**config.mk**
```make
export PLATFORM = sky130hd
export DESIGN_NAME = forward_transform
export DESIGN_NICKNAME = d
export VERILOG_FILES = /design/src/rtl/forward_transform.sv
export SDC_FILE = /design/constraint.sdc
export NUM_CORES = 2
export LEC_CHECK = 0
export ABC_AREA = 1
export BUFFER_PORTS_ARGS = -buffer_cell sky130_fd_sc_hd__buf_2
export CAP_MARGIN = 30
export CORE_AREA = 2 2 427 429
export DETAILED_ROUTE_END_ITERATION = 10
export DIE_AREA = 0 0 429 431
export PLACE_DENSITY = 0.86
export RECOVER_POWER = 50
export SYNTH_ARGS = -nofsm -noshare
export SYNTH_HDL_FRONTEND = slang
export SYNTH_SLANG_ARGS = --single-unit
export TNS_END_PERCENT = 30
```
**constraint.sdc**
```tcl
create_clock -name clk -period 51.6 [get_ports clk]
set_clock_uncertainty 0.15 [all_clocks]
set_input_delay 2.58 -clock clk [delete_from_list [all_inputs] [get_ports clk]]
set_output_delay 2.58 -clock clk [all_outputs]
set_load 0.05 [all_outputs]
```
**src/rtl/forward_transform.sv**
```systemverilog
// rtl/forward_transform.sv - 4x4/8x8 HEVC integer forward DCT, row pass then column pass.
// One dot product per cycle; samples and row results live in stride-8 buffers.
module forward_transform #(
  parameter int RES_WIDTH   = 9,
  parameter int COEFF_WIDTH = 16
) (
  input  logic                          clk,
  input  logic                          reset,
  input  logic                          cfg_size,
  input  logic                          in_valid,
  output logic                          in_ready,
  input  logic signed [RES_WIDTH-1:0]   in_data,
  output logic                          out_valid,
  input  logic                          out_ready,
  output logic signed [COEFF_WIDTH-1:0] out_data,
  output logic                          out_last,
  output logic                          busy
);

  typedef enum logic [1:0] {IDLE, LOAD, ROW, COL} state_t;

  state_t            state_q, state_d;
  logic              size8_q, size8_d;
  logic [6:0]        cnt_q, cnt_d;
  logic              out_valid_q, out_valid_d;
  logic              out_last_q, out_last_d;
  logic signed [15:0] y_q, y_d;

  logic signed [RES_WIDTH-1:0] x_q   [64];
  logic signed [15:0]          tmp_q [64];

  logic              sz;
  logic [2:0]        idx_hi, idx_lo, trow, tsel;
  logic [5:0]        addr;
  logic [6:0]        last_idx;
  logic              in_fire, out_load, x_we, tmp_we;
  logic [3:0]        sh;
  logic signed [31:0] acc, opnd, rounded;
  logic signed [15:0] satv;

  // Row k of the 8-point core matrix, column c packed at the LSB end.
  function automatic logic signed [7:0] tcoef(input logic [2:0] k, input logic [2:0] c);
    logic [63:0] row;
    case (k)
      3'd0:    row = {8'sd64, 8'sd64, 8'sd64, 8'sd64, 8'sd64, 8'sd64, 8'sd64, 8'sd64};
      3'd1:    row = {-8'sd89, -8'sd75, -8'sd50, -8'sd18, 8'sd18, 8'sd50, 8'sd75, 8'sd89};
      3'd2:    row = {8'sd83, 8'sd36, -8'sd36, -8'sd83, -8'sd83, -8'sd36, 8'sd36, 8'sd83};
      3'd3:    row = {-8'sd75, 8'sd18, 8'sd89, 8'sd50, -8'sd50, -8'sd89, -8'sd18, 8'sd75};
      3'd4:    row = {8'sd64, -8'sd64, -8'sd64, 8'sd64, 8'sd64, -8'sd64, -8'sd64, 8'sd64};
      3'd5:    row = {-8'sd50, 8'sd89, -8'sd18, -8'sd75, 8'sd75, 8'sd18, -8'sd89, 8'sd50};
      3'd6:    row = {8'sd36, -8'sd83, 8'sd83, -8'sd36, -8'sd36, 8'sd83, -8'sd83, 8'sd36};
      default: row = {-8'sd18, 8'sd50, -8'sd75, 8'sd89, -8'sd89, 8'sd75, -8'sd50, 8'sd18};
    endcase
    return row[{c, 3'b000} +: 8];
  endfunction

  // In IDLE the block size is not latched yet; the live cfg_size decides.
  assign sz       = (state_q == IDLE) ? cfg_size : size8_q;
  assign idx_hi   = sz ? cnt_q[5:3] : {1'b0, cnt_q[3:2]};
  assign idx_lo   = sz ? cnt_q[2:0] : {1'b0, cnt_q[1:0]};
  assign addr     = {idx_hi, idx_lo};
  assign last_idx = size8_q ? 7'd63 : 7'd15;

  assign in_ready  = !reset && (state_q == IDLE || state_q == LOAD);
  assign in_fire   = in_ready && in_valid;
  assign out_load  = !out_valid_q || out_ready;
  assign out_valid = out_valid_q;
  assign out_last  = out_last_q;
  assign out_data  = COEFF_WIDTH'(y_q);
  assign busy      = (state_q != IDLE);

  always_comb begin
    trow = (state_q == COL) ? idx_hi : idx_lo;
    tsel = size8_q ? trow : {trow[1:0], 1'b0};
    acc  = '0;
    opnd = '0;
    for (int j = 0; j < 8; j++) begin
      if (size8_q || j < 4) begin
        if (state_q == COL) opnd = 32'(tmp_q[{j[2:0], idx_lo}]);
        else                opnd = 32'(x_q[{idx_hi, j[2:0]}]);
        acc = acc + 32'(tcoef(tsel, j[2:0])) * opnd;
      end
    end
    if (state_q == COL) sh = size8_q ? 4'd9 : 4'd8;
    else                sh = size8_q ? 4'd2 : 4'd1;
    rounded = (acc + (32'sd1 <<< (sh - 4'd1))) >>> sh;
    if (rounded > 32'sd32767)       satv = 16'sh7fff;
    else if (rounded < -32'sd32768) satv = 16'sh8000;
    else                            satv = rounded[15:0];
  end

  always_comb begin
    state_d     = state_q;
    size8_d     = size8_q;
    cnt_d       = cnt_q;
    out_valid_d = out_valid_q;
    out_last_d  = out_last_q;
    y_d         = y_q;
    x_we        = 1'b0;
    tmp_we      = 1'b0;
    case (state_q)
      IDLE: begin
        if (in_fire) begin
          size8_d = cfg_size;
          x_we    = 1'b1;
          cnt_d   = 7'd1;
          state_d = LOAD;
        end
      end
      LOAD: begin
        if (in_fire) begin
          x_we = 1'b1;
          if (cnt_q == last_idx) begin
            cnt_d   = '0;
            state_d = ROW;
          end else begin
            cnt_d = cnt_q + 7'd1;
          end
        end
      end
      ROW: begin
        tmp_we = 1'b1;
        if (cnt_q == last_idx) begin
          cnt_d   = '0;
          state_d = COL;
        end else begin
          cnt_d = cnt_q + 7'd1;
        end
      end
      default: begin
        // cnt_q == N*N means every coefficient is out and the last one is being taken.
        if (out_load) begin
          if (cnt_q != last_idx + 7'd1) begin
            y_d         = satv;
            out_valid_d = 1'b1;
            out_last_d  = (cnt_q == last_idx);
            cnt_d       = cnt_q + 7'd1;
          end else begin
            out_valid_d = 1'b0;
            out_last_d  = 1'b0;
            cnt_d       = '0;
            state_d     = IDLE;
          end
        end
      end
    endcase
  end

  always_ff @(posedge clk or posedge reset) begin
    if (reset) begin
      state_q     <= IDLE;
      size8_q     <= 1'b0;
      cnt_q       <= '0;
      out_valid_q <= 1'b0;
      out_last_q  <= 1'b0;
      y_q         <= '0;
    end else begin
      state_q     <= state_d;
      size8_q     <= size8_d;
      cnt_q       <= cnt_d;
      out_valid_q <= out_valid_d;
      out_last_q  <= out_last_d;
      y_q         <= y_d;
    end
  end

  always_ff @(posedge clk) begin
    if (x_we)   x_q[addr]   <= in_data;
    if (tmp_we) tmp_q[addr] <= satv;
  end

endmodule

```
# Word-level counts from Yosys, hierarchy flattened

Memory sizes are Yosys's and may differ from the RTL's.
Cells that the tools add are included.

Bits in registers: 28
Bits in writable memories: 1600
Bits of input ports: 14
Output and inout port bits: 20
Memories kept: 2

$add $sub $neg: 11
Multipliers: 8
$lt $le $gt $ge: 2
Equality and inequality tests: 16
Shifts and indexed selects: 2
Mux-type cells: 51
Bitwise gates (word level): 1
Reductions and logical operators: 17

Memories:

| name  | depth | bits a word | rd ports | clocked after memory_dff | wr ports | RTL line | RTL |
|---|---|---|---|---|---|---|---|
| tmp_q | 64    | 16          | 8        | 0                        | 1        | 30       | `logic signed [15:0] tmp_q [64];` |
| x_q   | 64    | 9           | 8        | 0                        | 1        | 29       | `logic signed [RES_WIDTH-1:0] x_q [64];` |

Operator list:

| operator                | number |
|---|---|
| $mux W32                | 16 |
| $pmux W64 S7            | 1 |
| $add A32 B32 Y32        | 8 |
| $mul A8 B32 Y32         | 8 |
| $mux W64                | 1 |
| $mux W7                 | 5 |
| $gt A32 B16 Y1 const B  | 1 |
| $lt A32 B16 Y1 const B  | 1 |
| $mux W16                | 2 |
| $sshl A2 B4 Y32 const A | 1 |
| $sshr A32 B4 Y32        | 1 |
| $pmux W7 S3             | 1 |
| $mux W2                 | 7 |
| $mux W3                 | 4 |
| $mux W1                 | 11 |
| $eq A3 B3 Y1 const B    | 3 |
| $add A6 B1 Y7 const B   | 1 |
| $add A7 B1 Y7 const B   | 1 |
| $eq A7 B6 Y1            | 1 |
| $ne A7 B7 Y1            | 1 |
| $eq A3 B2 Y1 const B    | 2 |
| $mux W6                 | 1 |
| $ne A2 B2 Y1 const B    | 3 |
| $pmux W2 S3             | 1 |
| 20 further kinds        | 26 |

# Logic depth before layout (Yosys ltp)

Word-level depth: 24
Mapped depth: 138

# Worst setup path after synthesis

Ideal clock, no wire load.

Path kind: input-to-reg
Start point: input cfg_size
End point: memory tmp_q[0][0], data pin
Setup time: 0.359 ns
Arrival: 28.225 ns
Data required time: 51.091 ns
Setup slack: 22.866 ns
Stages on the path: 126
Path buffers: 5
Cells stage by stage: inv_1 -> nand2_1 -> o21a_1 -> nand2_1 -> o21ai_0 -> clkbuf_1 -> nand2_1 -> o21ai_0 -> a21oi_1 -> inv_1 -> clkbuf_1 -> clkbuf_1 -> ha_1 -> clkinv_1 -> nor2_1 -> inv_1 -> nand2_1 -> nor3_2 -> [... 90 more ...] -> nand2_1 -> nand3_1 -> nand2_1 -> inv_1 -> nand2_1 -> nor2_2 -> nand2_4 -> nor2_4 -> nand3_4 -> nand2_4 -> nand2_1 -> nand2_1 -> nand4_1 -> nor2_1 -> nand3_2 -> nand2_4 -> nand2_1 -> nand2_1

Word-level cells in the longest chain between the ends: 23
Elaborated cells on any way between the ends: 53

Ends and longest elaborated chain:

| item                                                                     | RTL line | RTL |
|---|---|---|
| start, declared                                                          | 9        | `input logic cfg_size,` |
| $mux W1 (*)                                                              | 58       | `assign sz = (state_q == IDLE) ? cfg_size : size8_q;` |
| parallel branches: the longest is 16 deep, another holds $mul A8 B32 Y32 | n/a      |  |
| $mux W32 (*)                                                             | 78       | `if (size8_q \|\| j < 4) begin` |
| $add A32 B32 Y32 (*)                                                     | 86       | `rounded = (acc + (32'sd1 <<< (sh - 4'd1))) >>> sh;` |
| $sshr A32 B4 Y32 (*)                                                     | 86       |  |
| $lt A32 B16 Y1                                                           | 88       | `else if (rounded < -32'sd32768) satv = 16'sh8000;` |
| $mux W16                                                                 | 88       |  |
| $mux W16 (*)                                                             | 87       | `if (rounded > 32'sd32767) satv = 16'sh7fff;` |
| net satv[0]                                                              | 39       | `logic signed [15:0] satv;` |
| end, declared                                                            | 30       |  |

Mark *: on every way through the listed nets, which the timed path passes. The select of a mux whose other input is x is not followed.

# Final worst setup path

Start point: input cfg_size
End point: memory tmp_q[14][0], data pin

Same word-level chain as after synthesis.

==> impl_metrics.prom <==
# TYPE chip_impl_metric gauge
chip_impl_metric{name="rr_worst_depth",unit=""} 118
chip_impl_info{name="reg2reg_from",value="state_q[0]$_DFFE_PP0P_"} 1
chip_impl_metric{name="timing.fmax",unit="MHz"} 27.98
chip_impl_info{name="critical-path-slowest-cell",value="clkbuf_1"} 1
chip_impl_metric{name="site_rows",unit=""} 156
chip_impl_metric{name="area_of_the_core_region",unit="µm²"} 180200
chip_impl_metric{name="hold_viol",unit=""} 0
chip_impl_metric{name="route.vias.total",unit=""} 77670
chip_impl_metric{name="global_route_wire_length_before_repair",unit="µm"} 501100
chip_impl_metric{name="cpPeakStageDelay",unit="ns"} 2.33
chip_impl_metric{name="synth_edf_count",unit=""} 1600
chip_impl_metric{name="grt_start_max_net_pins",unit=""} 105
chip_impl_info{name="critical_path.most_common_cell",value="fa_1"} 1
chip_impl_metric{name="cp_num_buf_inv",unit=""} 26
chip_impl_metric{name="portbufs",unit=""} 33
chip_impl_metric{name="register_area_share_after_synthesis",unit=""} 0.4532
chip_impl_metric{name="dp_hpwl",unit="µm"} 239400
chip_impl_metric{name="post_synth_instance_area",unit="µm²"} 107600
chip_impl_metric{name="final.min_clock_period",unit="ns"} 35.74
chip_impl_metric{name="die_width",unit="µm"} 429
chip_impl_metric{name="hold_fix_buffers_cts",unit=""} 0
chip_impl_metric{name="yosysUniqueCellTypes",unit=""} 62
chip_impl_metric{name="synth_area_per_cell",unit="µm²"} 11.11
chip_impl_metric{name="cts-resized-gates",unit=""} 0
chip_impl_metric{name="clock_path_buffers",unit=""} 3
chip_impl_metric{name="start_util",unit=""} 0.5970
chip_impl_info{name="failed_checks",value="capacitance limit, slew limit"} 1
chip_impl_metric{name="maximum_capacitance_violations",unit=""} 42
chip_impl_metric{name="gp_routability_congestion",unit=""} 1.021
chip_impl_metric{name="design.die.area",unit="µm²"} 184900
chip_impl_metric{name="num_io_pins",unit=""} 34
chip_impl_metric{name="worst_slew_pin_slew",unit="ns"} 3.896
chip_impl_metric{name="max_h_tree_level",unit=""} 4
chip_impl_metric{name="timing_max_transition_violations_final",unit=""} 1487
chip_impl_metric{name="post_route_cells_drive_above_1_share",unit=""} 0.05760
chip_impl_info{name="cp-start-kind",value="primary input"} 1
chip_impl_info{name="critical_path.reg2reg.endpoint",value="tmp_q[14][0]$_DFFE_PP_"} 1
chip_impl_metric{name="cts_post_setup_buffers_inserted",unit=""} 0
chip_impl_info{name="root_buffer",value="clkbuf_16"} 1
chip_impl_info{name="cp-end-kind",value="flop"} 1
chip_impl_metric{name="synth_top_area_share",unit=""} 0.4467
chip_impl_metric{name="syn_inst",unit=""} 9679
chip_impl_metric{name="path_clk_slew",unit="ns"} 0.07
chip_impl_info{name="area_contributors_post_synth",value="edfxtp_1, fa_1, inv_1, ha_1, nand2_1"} 1
chip_impl_metric{name="clock_insertion_delay_worst_skew",unit="ns"} 0.78
chip_impl_metric{name="area_growth",unit="%"} 7.643
chip_impl_metric{name="asyncSetResetFlopFracSynth",unit=""} 0.01720
chip_impl_metric{name="chipHeight",unit="µm"} 431
chip_impl_metric{name="holdPathStages",unit=""} 2
chip_impl_info{name="critical_path.top_delay_family",value="adder cells"} 1
chip_impl_info{name="end_point_of_the_worst_hold_path",value="out_data[7]$_DFFE_PP0P_"} 1
chip_impl_info{name="yosys.area.top_type",value="edfxtp_1"} 1
chip_impl_info{name="hold_path_startpoint",value="out_data[7]$_DFFE_PP0P_"} 1
chip_impl_metric{name="timing.reg2reg.setup_slack",unit="ns"} 16.98
chip_impl_info{name="worst_hold_path_type",value="flop to flop"} 1
chip_impl_metric{name="timing.critical_path.arrival",unit="ns"} 36.01
chip_impl_metric{name="fin_tns_setup",unit="ns"} 0
chip_impl_info{name="yosys_most_used_dff",value="edfxtp_1"} 1
chip_impl_info{name="outcome",value="complete, but fails checks"} 1
chip_impl_metric{name="vias_per_cell",unit=""} 6.363
chip_impl_info{name="tritoncts",value="yes"} 1
chip_impl_metric{name="first_global_vias",unit=""} 80010
chip_impl_metric{name="globalRouteOverflowTotal",unit=""} 0
chip_impl_metric{name="detail_route.wl_per_cell",unit="µm"} 27.86
chip_impl_metric{name="nNetsFinal",unit=""} 11390
chip_impl_metric{name="antenna_violating_nets_post_route",unit=""} 0
chip_impl_metric{name="grt_antenna_before_repair",unit=""} 10
chip_impl_metric{name="register_bit_total_from_synthesis",unit=""} 1628
chip_impl_info{name="type_of_the_worst_setup_path",value="primary input to flop"} 1
chip_impl_metric{name="detail_route.iter0.violations",unit=""} 11420
chip_impl_metric{name="worst_slew_margin_rel",unit=""} -1.597
chip_impl_metric{name="grt.total_usage",unit=""} 0.3676
chip_impl_metric{name="clkSinkCount",unit=""} 1628
chip_impl_metric{name="drt-pass1-iter-count",unit=""} 7
chip_impl_metric{name="synthesis.nets",unit=""} 11350
chip_impl_info{name="source_of_the_critical_timing_path",value="cfg_size"} 1
chip_impl_metric{name="synth.yosys.warnings",unit=""} 0
chip_impl_metric{name="post-route-period-util",unit=""} 0.6927
chip_impl_metric{name="postRouteWirelength",unit="µm"} 340000
chip_impl_info{name="setup_repair_after_global_routing_missed_its_margin",value="false"} 1
chip_impl_metric{name="numCtsBuffers",unit=""} 136
chip_impl_metric{name="finalSetupViolations",unit=""} 0
chip_impl_metric{name="critPathRequiredTime",unit="ns"} 51.87
chip_impl_metric{name="critical_path.max_fanout",unit=""} 67
chip_impl_metric{name="detail_route.drc_violations",unit=""} 0
## cell type report
cell class                      count  area, µm²
Sequential cell                  1628      48750
Multi-Input combinational cell   5955      51400
Timing Repair Buffer              254       1733
Clock buffer                      170       3680
Fill cell                       12920      64390
Antenna cell                        8      20.02
Inverter                         1742       6563
Clock inverter                     78      664.4
Tap cell                         2370       2965
## cells in the mapped netlist (all sizes together), types with 17 or more instances
master	instances
edfxtp	1600
o21a	21
clkbuf	264
nor4	60
dfrtp	28
nand4	25
a21oi	206
nand3	187
o221ai	31
o21ai	244
inv	1729
nor2	907
or4	17
a31oi	20
o211ai	52
o41ai	76
o2111ai	37
xor2	49
ha	467
nand2	1373
xnor2	44
fa	1187
o22ai	603
nor3	194
buf	90
or2	71
## metal layers
layer	wire length, µm	vias up	global-route usage	part of all wire
li1	-	32260	-	-
met1	116200	38040	0.4680	0.34
met2	153400	6154	0.5687	0.45
met3	49430	1199	0.1172	0.15
met4	20870	8	0.1901	0.061
met5	74	-	0	0.00022
## metrics by stage
stage               hold WS [ns]    util  cells  setup WS (ns)  cell area [µm²]
CTS                       0.3697  0.6456  12180          18.06           116300
global placement          0.3358  0.6192  11900          17.48           111500
finish                    0.3845  0.6426  12210          15.86           115800
global route              0.4195  0.6425  12200          14.49           115800
detailed placement        0.3547  0.6215  11930          17.34           112000
floorplan                 0.3527       -   9679          22.87           107600
## registers in the layout, summed over array words and instances, names as in the netlist
name / cells
size8_q: 1
out_last: 1
out_valid: 1
out_data: 16
x_q: 576
cnt_q: 7
tmp_q: 1024
state_q: 2
## worst min-delay path, cell delays in order, from the launching register on
cell and delay [ns]:
dfrtp_1 0.38, nand2_1 0.07, nand2_1 0.06
## cells in the final DEF, fill, tap and decap left out, types with 43 or more instances in the layout
master and instances:
fa_1 1187, clkbuf_1 137, nand3_1 175, or2_2 63, buf_4 103, o41ai_1 63, nor4_1 58, edfxtp_1 1600
o21ai_0 215, inv_1 1699, nor3_1 161, o211ai_1 52, clkbuf_16 143, ha_1 466, nor2_1 892, xnor2_1 43
xor2_1 49, a21oi_1 203, nand2_1 1327, o22ai_1 603
## how the worst max path moves through the flow
stage                               to  slack (ns)  depth (start not counted)
2_1_floorplan    tmp_q[0][0]$_DFFE_PP_       22.87                        126
3_3_place_gp   tmp_q[24][14]$_DFFE_PP_       17.48                        123
3_5_place_dp   tmp_q[14][11]$_DFFE_PP_       17.34                        124
4_1_cts         tmp_q[5][11]$_DFFE_PP_       18.06                        124
5_1_grt         tmp_q[13][0]$_DFFE_PP_       14.49                        118
6_report        tmp_q[14][0]$_DFFE_PP_       15.86                        118
## logic make-up (layout without fill, tap and decap cells)
family | Yosys count | in the layout | synth area share
buffers and inverters | 2096 | 2244 | 0.07359
AND/OR/NAND/NOR | 2864 | 2864 | 0.1123
XOR/XNOR | 93 | 93 | 0.007643
multiplexers | 3 | 3 | 0.0002792
flip-flops | 1628 | 1628 | 0.4532
adder cells (fa/ha/maj) | 1654 | 1654 | 0.2753
AO/OA/AOI/OAI | 1341 | 1341 | 0.07768
other | 0 | 8 | 0
Power is left out: the tool's default activity adds up to more than one toggle a clock period on the data nets, which glitch-free logic cannot reach.
